[src/rtl/belt_motor_pkg.sv]
// belt_motor_pkg
//   Shared definitions for the conveyor belt H-bridge driver:
//   - state_e    : FSM state encoding (also driven out on state_o for LEDs)
//   - PIN_*      : 2-bit {in_a, in_b} H-bridge pin patterns
//   - map_pins() : applies the per-channel polarity swap for mirror-mounted motors
package belt_motor_pkg;

  typedef enum logic [2:0] {
    ST_IDLE    = 3'd0,
    ST_RAMP_UP = 3'd1,
    ST_RUN     = 3'd2,
    ST_RAMP_DN = 3'd3,
    ST_BRAKE   = 3'd4
  } state_e;

  // Patterns are {in_a, in_b}.
  localparam logic [1:0] PIN_COAST = 2'b00;
  localparam logic [1:0] PIN_FWD   = 2'b01;
  localparam logic [1:0] PIN_REV   = 2'b10;
  localparam logic [1:0] PIN_BRAKE = 2'b11;

  // A mirror-mounted motor turns the same way as its neighbour when a/b are swapped.
  function automatic logic [1:0] map_pins(input logic [1:0] pat, input logic inv);
    if (inv) begin
      map_pins = {pat[0], pat[1]};
    end else begin
      map_pins = pat;
    end
  endfunction

endpackage

[src/rtl/belt_motor_ctrl_if.sv]
// belt_motor_ctrl_if
//   Command and pin bundle between the belt controller (master) and the
//   motor driver (slave).
//   Commands : on_belt, off_belt, estop, dir, duty[PWM_W]
//   Pins     : in_a/in_b/en[N_CH], running, state_o[3]
interface belt_motor_ctrl_if #(
  parameter int N_CH  = 2,
  parameter int PWM_W = 16
);
  logic             on_belt;
  logic             off_belt;
  logic             estop;
  logic             dir;
  logic [PWM_W-1:0] duty;
  logic [N_CH-1:0]  in_a;
  logic [N_CH-1:0]  in_b;
  logic [N_CH-1:0]  en;
  logic             running;
  logic [2:0]       state_o;

  modport master (
    output on_belt, off_belt, estop, dir, duty,
    input  in_a, in_b, en, running, state_o
  );

  modport slave (
    input  on_belt, off_belt, estop, dir, duty,
    output in_a, in_b, en, running, state_o
  );
endinterface

[src/rtl/belt_motor_ctrl_pwm_gen.sv]
// pwm_gen
//   Free-running PWM counter 0..PWM_PERIOD-1 with a shadowed duty compare.
//   clk, rst : clock, synchronous active-high reset
//   duty_in  : requested duty in clk cycles per period
//   wrap     : high on the last count of each period
//   pwm_out  : combinational (cnt < shadowed duty)
module pwm_gen #(
  parameter int PWM_W      = 16,
  parameter int PWM_PERIOD = 50000
) (
  input  logic             clk,
  input  logic             rst,
  input  logic [PWM_W-1:0] duty_in,
  output logic             wrap,
  output logic             pwm_out
);
  localparam logic [PWM_W-1:0] CNT_LAST = PWM_W'(PWM_PERIOD - 1);
  localparam logic [PWM_W-1:0] CNT_ONE  = PWM_W'(1);

  logic [PWM_W-1:0] cnt_q, cnt_d;
  logic [PWM_W-1:0] shadow_q, shadow_d;

  // Counter wrap and shadow load: duty only changes at a period boundary so no
  // period ever sees a truncated or doubled pulse.
  always_comb begin
    wrap = (cnt_q == CNT_LAST);
    if (wrap) begin
      cnt_d    = '0;
      shadow_d = duty_in;
    end else begin
      cnt_d    = cnt_q + CNT_ONE;
      shadow_d = shadow_q;
    end
    // shadow >= period keeps this high all period; shadow 0 keeps it low.
    pwm_out = (cnt_q < shadow_q);
  end

  // Counter and shadow registers.
  always_ff @(posedge clk) begin
    if (rst) begin
      cnt_q    <= '0;
      shadow_q <= '0;
    end else begin
      cnt_q    <= cnt_d;
      shadow_q <= shadow_d;
    end
  end
endmodule

[src/rtl/belt_motor_ctrl.sv]
// belt_motor_ctrl
//   N-channel H-bridge PWM driver with soft start/stop ramps, runtime duty and
//   direction, brake dead-time on reversal and emergency stop.
//   clk, rst : clock, synchronous active-high reset
//   bus      : belt_motor_ctrl_if.slave (commands in, pins/status out)
//   All pin outputs are registered from next-state values, so a sampled input
//   shows on the pins at the following edge.
module belt_motor_ctrl
  import belt_motor_pkg::*;
#(
  parameter int              N_CH       = 2,
  parameter int              PWM_W      = 16,
  parameter int              PWM_PERIOD = 50000,
  parameter int              RAMP_CYC   = 500,
  parameter int              RAMP_STEP  = 50,
  parameter int              DEAD_CYC   = 50000,
  parameter logic [N_CH-1:0] INV_MASK   = 2'b01
) (
  input logic               clk,
  input logic               rst,
  belt_motor_ctrl_if.slave  bus
);
  localparam int RAMP_W = $clog2(RAMP_CYC + 1);
  localparam int DEAD_W = $clog2(DEAD_CYC + 1);
  localparam logic [PWM_W-1:0]  PERIOD_V  = PWM_W'(PWM_PERIOD);
  localparam logic [PWM_W-1:0]  STEP_V    = PWM_W'(RAMP_STEP);
  localparam logic [RAMP_W-1:0] RAMP_LAST = RAMP_W'(RAMP_CYC - 1);
  localparam logic [RAMP_W-1:0] RAMP_ONE  = RAMP_W'(1);
  localparam logic [DEAD_W-1:0] DEAD_LAST = DEAD_W'(DEAD_CYC - 1);
  localparam logic [DEAD_W-1:0] DEAD_ONE  = DEAD_W'(1);

  state_e            state_q, state_d;
  logic [PWM_W-1:0]  duty_cur_q, duty_cur_d;
  logic [RAMP_W-1:0] ramp_q, ramp_d;
  logic [DEAD_W-1:0] dead_q, dead_d;
  logic              dir_q, dir_d;
  logic              rev_pend_q, rev_pend_d;
  logic [N_CH-1:0]   in_a_q, in_a_d, in_b_q, in_b_d, en_q, en_d;
  logic              running_q, running_d;

  logic [PWM_W-1:0]  tgt, step_up_v, step_dn_v, slew_v;
  logic [PWM_W:0]    up_sum;
  logic              ramp_tick;
  logic [1:0]        pat, ch_pins;
  logic              en_bit;
  logic              pwm_out;
  // Period boundary from the PWM block; the FSM only needs the compare.
  logic              pwm_wrap_unused;

  pwm_gen #(
    .PWM_W      (PWM_W),
    .PWM_PERIOD (PWM_PERIOD)
  ) u_pwm (
    .clk     (clk),
    .rst     (rst),
    .duty_in (duty_cur_q),
    .wrap    (pwm_wrap_unused),
    .pwm_out (pwm_out)
  );

  // Ramp arithmetic: target saturation and the three step flavours.
  always_comb begin
    ramp_tick = (ramp_q == RAMP_LAST);
    tgt       = (bus.duty > PERIOD_V) ? PERIOD_V : bus.duty;
    // One extra bit so a step near the top of the counter range cannot wrap.
    up_sum    = {1'b0, duty_cur_q} + {1'b0, STEP_V};
    step_up_v = (up_sum > {1'b0, tgt}) ? tgt : up_sum[PWM_W-1:0];
    step_dn_v = (duty_cur_q > STEP_V) ? (duty_cur_q - STEP_V) : '0;
    if (duty_cur_q < tgt) begin
      slew_v = step_up_v;
    end else if ((duty_cur_q - tgt) > STEP_V) begin
      slew_v = duty_cur_q - STEP_V;
    end else begin
      slew_v = tgt;
    end
  end

  // FSM next state, duty ramp, dead-time and direction bookkeeping.
  always_comb begin
    state_d    = state_q;
    duty_cur_d = duty_cur_q;
    dir_d      = dir_q;
    rev_pend_d = rev_pend_q;
    dead_d     = dead_q;
    ramp_d     = ramp_tick ? '0 : (ramp_q + RAMP_ONE);

    if (bus.estop) begin
      // Dead count stays cleared while estop is held, so it runs after release.
      state_d    = ST_BRAKE;
      duty_cur_d = '0;
      rev_pend_d = 1'b0;
      dead_d     = '0;
    end else begin
      case (state_q)
        ST_IDLE: begin
          if (bus.on_belt && !bus.off_belt) begin
            state_d = ST_RAMP_UP;
            dir_d   = bus.dir;
          end else begin
            state_d = ST_IDLE;
          end
        end
        ST_RAMP_UP: begin
          if (bus.off_belt) begin
            state_d    = ST_RAMP_DN;
            rev_pend_d = 1'b0;
          end else if (duty_cur_q == tgt) begin
            state_d = ST_RUN;
          end else if (ramp_tick) begin
            duty_cur_d = step_up_v;
          end else begin
            duty_cur_d = duty_cur_q;
          end
        end
        ST_RUN: begin
          if (bus.off_belt) begin
            state_d    = ST_RAMP_DN;
            rev_pend_d = 1'b0;
          end else if (bus.dir != dir_q) begin
            state_d    = ST_RAMP_DN;
            rev_pend_d = 1'b1;
          end else if (ramp_tick) begin
            duty_cur_d = slew_v;
          end else begin
            duty_cur_d = duty_cur_q;
          end
        end
        ST_RAMP_DN: begin
          if (duty_cur_q == '0) begin
            state_d = ST_BRAKE;
            dead_d  = '0;
          end else if (ramp_tick) begin
            duty_cur_d = step_dn_v;
          end else begin
            duty_cur_d = duty_cur_q;
          end
        end
        ST_BRAKE: begin
          if (dead_q == DEAD_LAST) begin
            if (rev_pend_q) begin
              state_d    = ST_RAMP_UP;
              dir_d      = bus.dir;
              rev_pend_d = 1'b0;
            end else begin
              state_d = ST_IDLE;
            end
          end else begin
            dead_d = dead_q + DEAD_ONE;
          end
        end
        default: begin
          state_d    = ST_IDLE;
          duty_cur_d = '0;
          rev_pend_d = 1'b0;
        end
      endcase
    end

    // Every ramp-up starts a full step interval from its entry edge.
    if ((state_d == ST_RAMP_UP) && (state_q != ST_RAMP_UP)) begin
      ramp_d = '0;
    end else begin
      ramp_d = ramp_d;
    end
  end

  // Pin patterns from the next state, then per-channel polarity swap.
  always_comb begin
    pat       = PIN_COAST;
    en_bit    = 1'b0;
    running_d = 1'b0;
    in_a_d    = '0;
    in_b_d    = '0;
    en_d      = '0;
    case (state_d)
      ST_RAMP_UP, ST_RUN: begin
        pat       = dir_d ? PIN_REV : PIN_FWD;
        en_bit    = pwm_out;
        running_d = 1'b1;
      end
      ST_RAMP_DN: begin
        pat    = dir_d ? PIN_REV : PIN_FWD;
        en_bit = pwm_out;
      end
      ST_BRAKE: begin
        pat    = PIN_BRAKE;
        en_bit = 1'b1;
      end
      default: begin
        pat    = PIN_COAST;
        en_bit = 1'b0;
      end
    endcase
    for (int i = 0; i < N_CH; i++) begin
      ch_pins   = map_pins(pat, INV_MASK[i]);
      in_a_d[i] = ch_pins[1];
      in_b_d[i] = ch_pins[0];
      en_d[i]   = en_bit;
    end
  end

  // State and output registers.
  always_ff @(posedge clk) begin
    if (rst) begin
      state_q    <= ST_IDLE;
      duty_cur_q <= '0;
      ramp_q     <= '0;
      dead_q     <= '0;
      dir_q      <= 1'b0;
      rev_pend_q <= 1'b0;
      in_a_q     <= '0;
      in_b_q     <= '0;
      en_q       <= '0;
      running_q  <= 1'b0;
    end else begin
      state_q    <= state_d;
      duty_cur_q <= duty_cur_d;
      ramp_q     <= ramp_d;
      dead_q     <= dead_d;
      dir_q      <= dir_d;
      rev_pend_q <= rev_pend_d;
      in_a_q     <= in_a_d;
      in_b_q     <= in_b_d;
      en_q       <= en_d;
      running_q  <= running_d;
    end
  end

  assign bus.in_a    = in_a_q;
  assign bus.in_b    = in_b_q;
  assign bus.en      = en_q;
  assign bus.running = running_q;
  assign bus.state_o = state_q;
endmodule
[src/flat_wrapper.sv]
// flat-port wrapper written by rule: the top's interface ports become plain ports
module belt_motor_ctrl_flat import belt_motor_pkg::*;
#(
  parameter int              N_CH       = 2,
  parameter int              PWM_W      = 16,
  parameter int              PWM_PERIOD = 50000,
  parameter int              RAMP_CYC   = 500,
  parameter int              RAMP_STEP  = 50,
  parameter int              DEAD_CYC   = 50000,
  parameter logic [N_CH-1:0] INV_MASK   = 2'b01
)
  (clk, rst, bus_on_belt, bus_off_belt, bus_estop, bus_dir, bus_duty, bus_in_a, bus_in_b, bus_en, bus_running, bus_state_o);
  belt_motor_ctrl_if #(.N_CH(N_CH), .PWM_W(PWM_W)) bus_i ();
  input logic clk;
  input logic rst;
  input wire logic [$bits(bus_i.on_belt)-1:0] bus_on_belt;
  input wire logic [$bits(bus_i.off_belt)-1:0] bus_off_belt;
  input wire logic [$bits(bus_i.estop)-1:0] bus_estop;
  input wire logic [$bits(bus_i.dir)-1:0] bus_dir;
  input wire logic [$bits(bus_i.duty)-1:0] bus_duty;
  output wire logic [$bits(bus_i.in_a)-1:0] bus_in_a;
  output wire logic [$bits(bus_i.in_b)-1:0] bus_in_b;
  output wire logic [$bits(bus_i.en)-1:0] bus_en;
  output wire logic [$bits(bus_i.running)-1:0] bus_running;
  output wire logic [$bits(bus_i.state_o)-1:0] bus_state_o;
  assign bus_i.on_belt = bus_on_belt;
  assign bus_i.off_belt = bus_off_belt;
  assign bus_i.estop = bus_estop;
  assign bus_i.dir = bus_dir;
  assign bus_i.duty = bus_duty;
  assign bus_in_a = bus_i.in_a;
  assign bus_in_b = bus_i.in_b;
  assign bus_en = bus_i.en;
  assign bus_running = bus_i.running;
  assign bus_state_o = bus_i.state_o;
  belt_motor_ctrl #(.N_CH(N_CH), .PWM_W(PWM_W), .PWM_PERIOD(PWM_PERIOD), .RAMP_CYC(RAMP_CYC), .RAMP_STEP(RAMP_STEP), .DEAD_CYC(DEAD_CYC), .INV_MASK(INV_MASK)) u_core (.clk(clk), .rst(rst), .bus(bus_i));
endmodule
[config.mk]
export PLATFORM = sky130hd
export DESIGN_NAME = belt_motor_ctrl_flat
export DESIGN_NICKNAME = d
export VERILOG_FILES = /design/src/rtl/belt_motor_pkg.sv /design/src/rtl/belt_motor_ctrl_if.sv /design/src/rtl/belt_motor_ctrl_pwm_gen.sv /design/src/rtl/belt_motor_ctrl.sv /design/src/flat_wrapper.sv
export SDC_FILE = /design/constraint.sdc
export NUM_CORES = 1
export LEC_CHECK = 0
export ABC_AREA = 1
export BUFFER_PORTS_ARGS = -buffer_cell sky130_fd_sc_hd__buf_4
export CORE_UTILIZATION = 38
export CTS_CLUSTER_SIZE = 10
export DETAILED_ROUTE_END_ITERATION = 10
export GPL_TIMING_DRIVEN = 0
export PLACE_DENSITY = 0.61
export SETUP_SLACK_MARGIN = 0.02
export SYNTH_ARGS = -nofsm -noshare
export SYNTH_HDL_FRONTEND = slang
export SYNTH_SLANG_ARGS = --single-unit
[constraint.sdc]
create_clock -name clk -period 5.5 [get_ports clk]
set_input_delay 0.275 -clock clk [delete_from_list [all_inputs] [get_ports clk]]
set_output_delay 0.275 -clock clk [all_outputs]
set_load 0.05 [all_outputs]
==> flow_summary.toml <==
[flow_run]
drv_cap = 0

[logic_synthesis]
synth_edf_count = 0
synth_cell_types = 48
synth.net_count = 1178
synth_seq_cells = 82
seq_area_frac_synth = 0.234
syn_inst = 1106
avgSynthCellArea_um2 = 6.33
synth_top_flop_cell = "dfxtp_1"
synthArstFlopShare = 0
synth_area_um2 = 7000
ys_warn_count = 0

[setup_path]
cpMostUsedCell = "nand2_1"
rr_startpoint = "u_core.duty_cur_q[1]"
cp_data_required_time_ns = 5.70
worstPathBufferInverterCount = 2
cp-startpoint = "u_core.duty_cur_q[1]"
cp_cell_sequence = "ha_1 -> a21oi_1 -> nand2_1 -> nand2_1 -> nor3_1 -> nand3_1 -> nor2_1 -> nand3_1 -> xor2_1 -> ha_1 -> nand3_1 -> nor3_1 -> nand2_1 -> nor2_1 -> nand3_2 -> nand2_4 -> buf_6 -> nand2_1 -> o211ai_1 -> nand2_1 -> inv_1 -> nand2_1 -> nand2_1 -> a21oi_1"
rrSetupSlack_ns = 1.40
end_kind = "register"
crit_family = "simple AND/OR/NAND/NOR gates"
worstPathArrival_ns = 4.30
slowest_stage = "dfxtp_1"
path_class = "reg2reg"
crit_fanout = 10
start_kind = "register"
cp_slowest_stage_delay_ns = 0.59

[global_route]
use_met2 = 0.340
use_met3 = 0.0291
globalRouteOverflowTotal = 0
grt_usage = 0.211
grt-busiest-layer = "met2"
grt_pass1_wl_um = 31500
first_global_vias = 6411
antenna_found_initial = 0
grtUsageMet1 = 0.288
grt_max_degree = 14

[detailed_routing]
vias = 6995
drc = 0
wl_per_cell_um = 13.7
viasPerCell = 5.06
drt-initial-drc-count = 397
finalWirelength_um = 19000
ant_nets = 0
firstDrtPassIters = 5

[clock_tree]
cts_inserted_buffers = 9
postCtsSetupBuffers = 0
cts_tree = "done"
cts_hold_buf = 0
htree_levels = 3
clk_pin_slew_ns = 0.06
root_buffer = "clkbuf_16"
clock_sinks = 82
ctsResizeCount = 0
clockBufferDepth = 2
clock_latency_ns = 0.33

[layout]
n_fill_cell = 1951
final_common_cell = "nand2_1"
seq_area_um2 = 1640
fin_util = 0.435
area_delta_synth_final_pct = 12.0
antenna_cells = 0
instances_no_fill = 1382
multi_input_area_um2 = 4540
nets = 1220
drive_gt1_frac = 0.110
fin_area_um2 = 7840
layout_common_cells = "nand2_1, inv_1, nor2_1"

[floorplanning]
initial_utilization = 0.389
ios = 32
die_w_um = 138
fp-row-count = 49
die_area_um2 = 19000
die_h_um = 138
coreArea_um2 = 18000

[sta]
setup_viol = 0
rsz0062_at_grt = "no"
whs_ns = 0.280
worst_pin_slew_ns = 0.914
drv_slew = 0
period_minus_slack_ns = 4.10
setup_ws_ns = 1.40
relSlewSlack = 0.385
fin_skew_ns = 0.00701
report.final.hold_viol_count = 0
fmax_ghz = 0.244
fin_crit_sh = 0.745
setup_tns_ns = 0

[power]
total_power_mw = 1.46
power_density_nw_per_um2 = 186
p_leak_nw = 3.63
peakVddDrop_mv = 0.313

[placed_design]
dp_hpwl_um = 15300
numPortBuffers = 31
place_area_um2 = 7520
place_ws_ns = 1.18
dp.cells = 1366
place.gp.congestion = 0.949

[min_path]
worstHoldStart = "bus_estop"
hold_class = "in2reg"

[status]
outcome = "finished clean"
## synth_stat cells (all sizes together), types with 2 or more instances
| cell type | n | area [um^2] |
|---|---|---|
| or2 | 6 | 37.5 |
| a21o | 2 | 15.0 |
| o21ai | 28 | 144 |
| a31oi | 8 | 50.1 |
| nor3 | 21 | 110 |
| buf | 14 | 104 |
| inv | 180 | 676 |
| nand3 | 125 | 703 |
| o211ai | 2 | 15.0 |
| o21a | 5 | 37.5 |
| o221ai | 2 | 17.5 |
| xor2 | 26 | 228 |
| nor3b | 6 | 45.0 |
| nor4 | 6 | 52.6 |
| nand2 | 273 | 1130 |
| clkbuf | 9 | 33.8 |
| a211oi | 18 | 135 |
| nand4 | 33 | 206 |
| dfxtp | 82 | 1640 |
| a21oi | 61 | 309 |
| nor2 | 139 | 598 |
| xnor2 | 2 | 17.5 |
| ha | 49 | 613 |
## per-layer routing
metal	share of wire	routed length (um)
met1	0.49	9370
met2	0.45	8510
met3	0.039	747
met4	0.017	325
met5	0	0
## cells by family after synthesis
family | share of synthesized area
adder cells (fa/ha/maj) | 0.0904
XOR/XNOR | 0.0350
flip-flops | 0.234
buffers and inverters | 0.117
AND/OR/NAND/NOR | 0.415
AO/OA/AOI/OAI | 0.109
## tightest hold or removal path: cells and delay by family
family	cells	cell delay, ns
buffers and inverters	2	0.18
and+or+nand+nor	2	0.11
## registers in the layout, indices dropped and copies added, names as in the netlist, 3 cells and up
signal                 flops
u_core.bus.state_o         3
u_core.dead_q             16
u_core.duty_cur_q         16
u_core.ramp_q              9
u_core.u_pwm.cnt_q        16
u_core.u_pwm.shadow_q     16
## final timing paths
kind | endpoint | cells past startpoint
max reg2reg | u_core.duty_cur_q[14] | 24
min reg2reg | u_core.ramp_q[0] | 1
min | u_core.bus.state_o[0] | 4
max | u_core.duty_cur_q[14] | 24
## where the power goes
group          total [mW]  switching, mW  internal [mW]  leakage (nW)
Combinational       0.206          0.139         0.0669          2.81
Clock               0.643          0.235          0.408         0.156
Sequential          0.608        0.00630          0.602         0.663
## area by class of cell
| type | instances | share of cell area |
|---|---|---|
| multi-input combinational | 820 | 0.579 |
| clock buffer | 11 | 0.0310 |
| buffer | 23 | 0.0175 |
| clock inverter | 5 | 0.00989 |
| inverter | 181 | 0.0866 |
| sequential | 82 | 0.209 |
| tap | 229 | 0.0365 |
| timing repair buffer | 31 | 0.0297 |
Note: power is estimated with default switching activity, not from simulation.
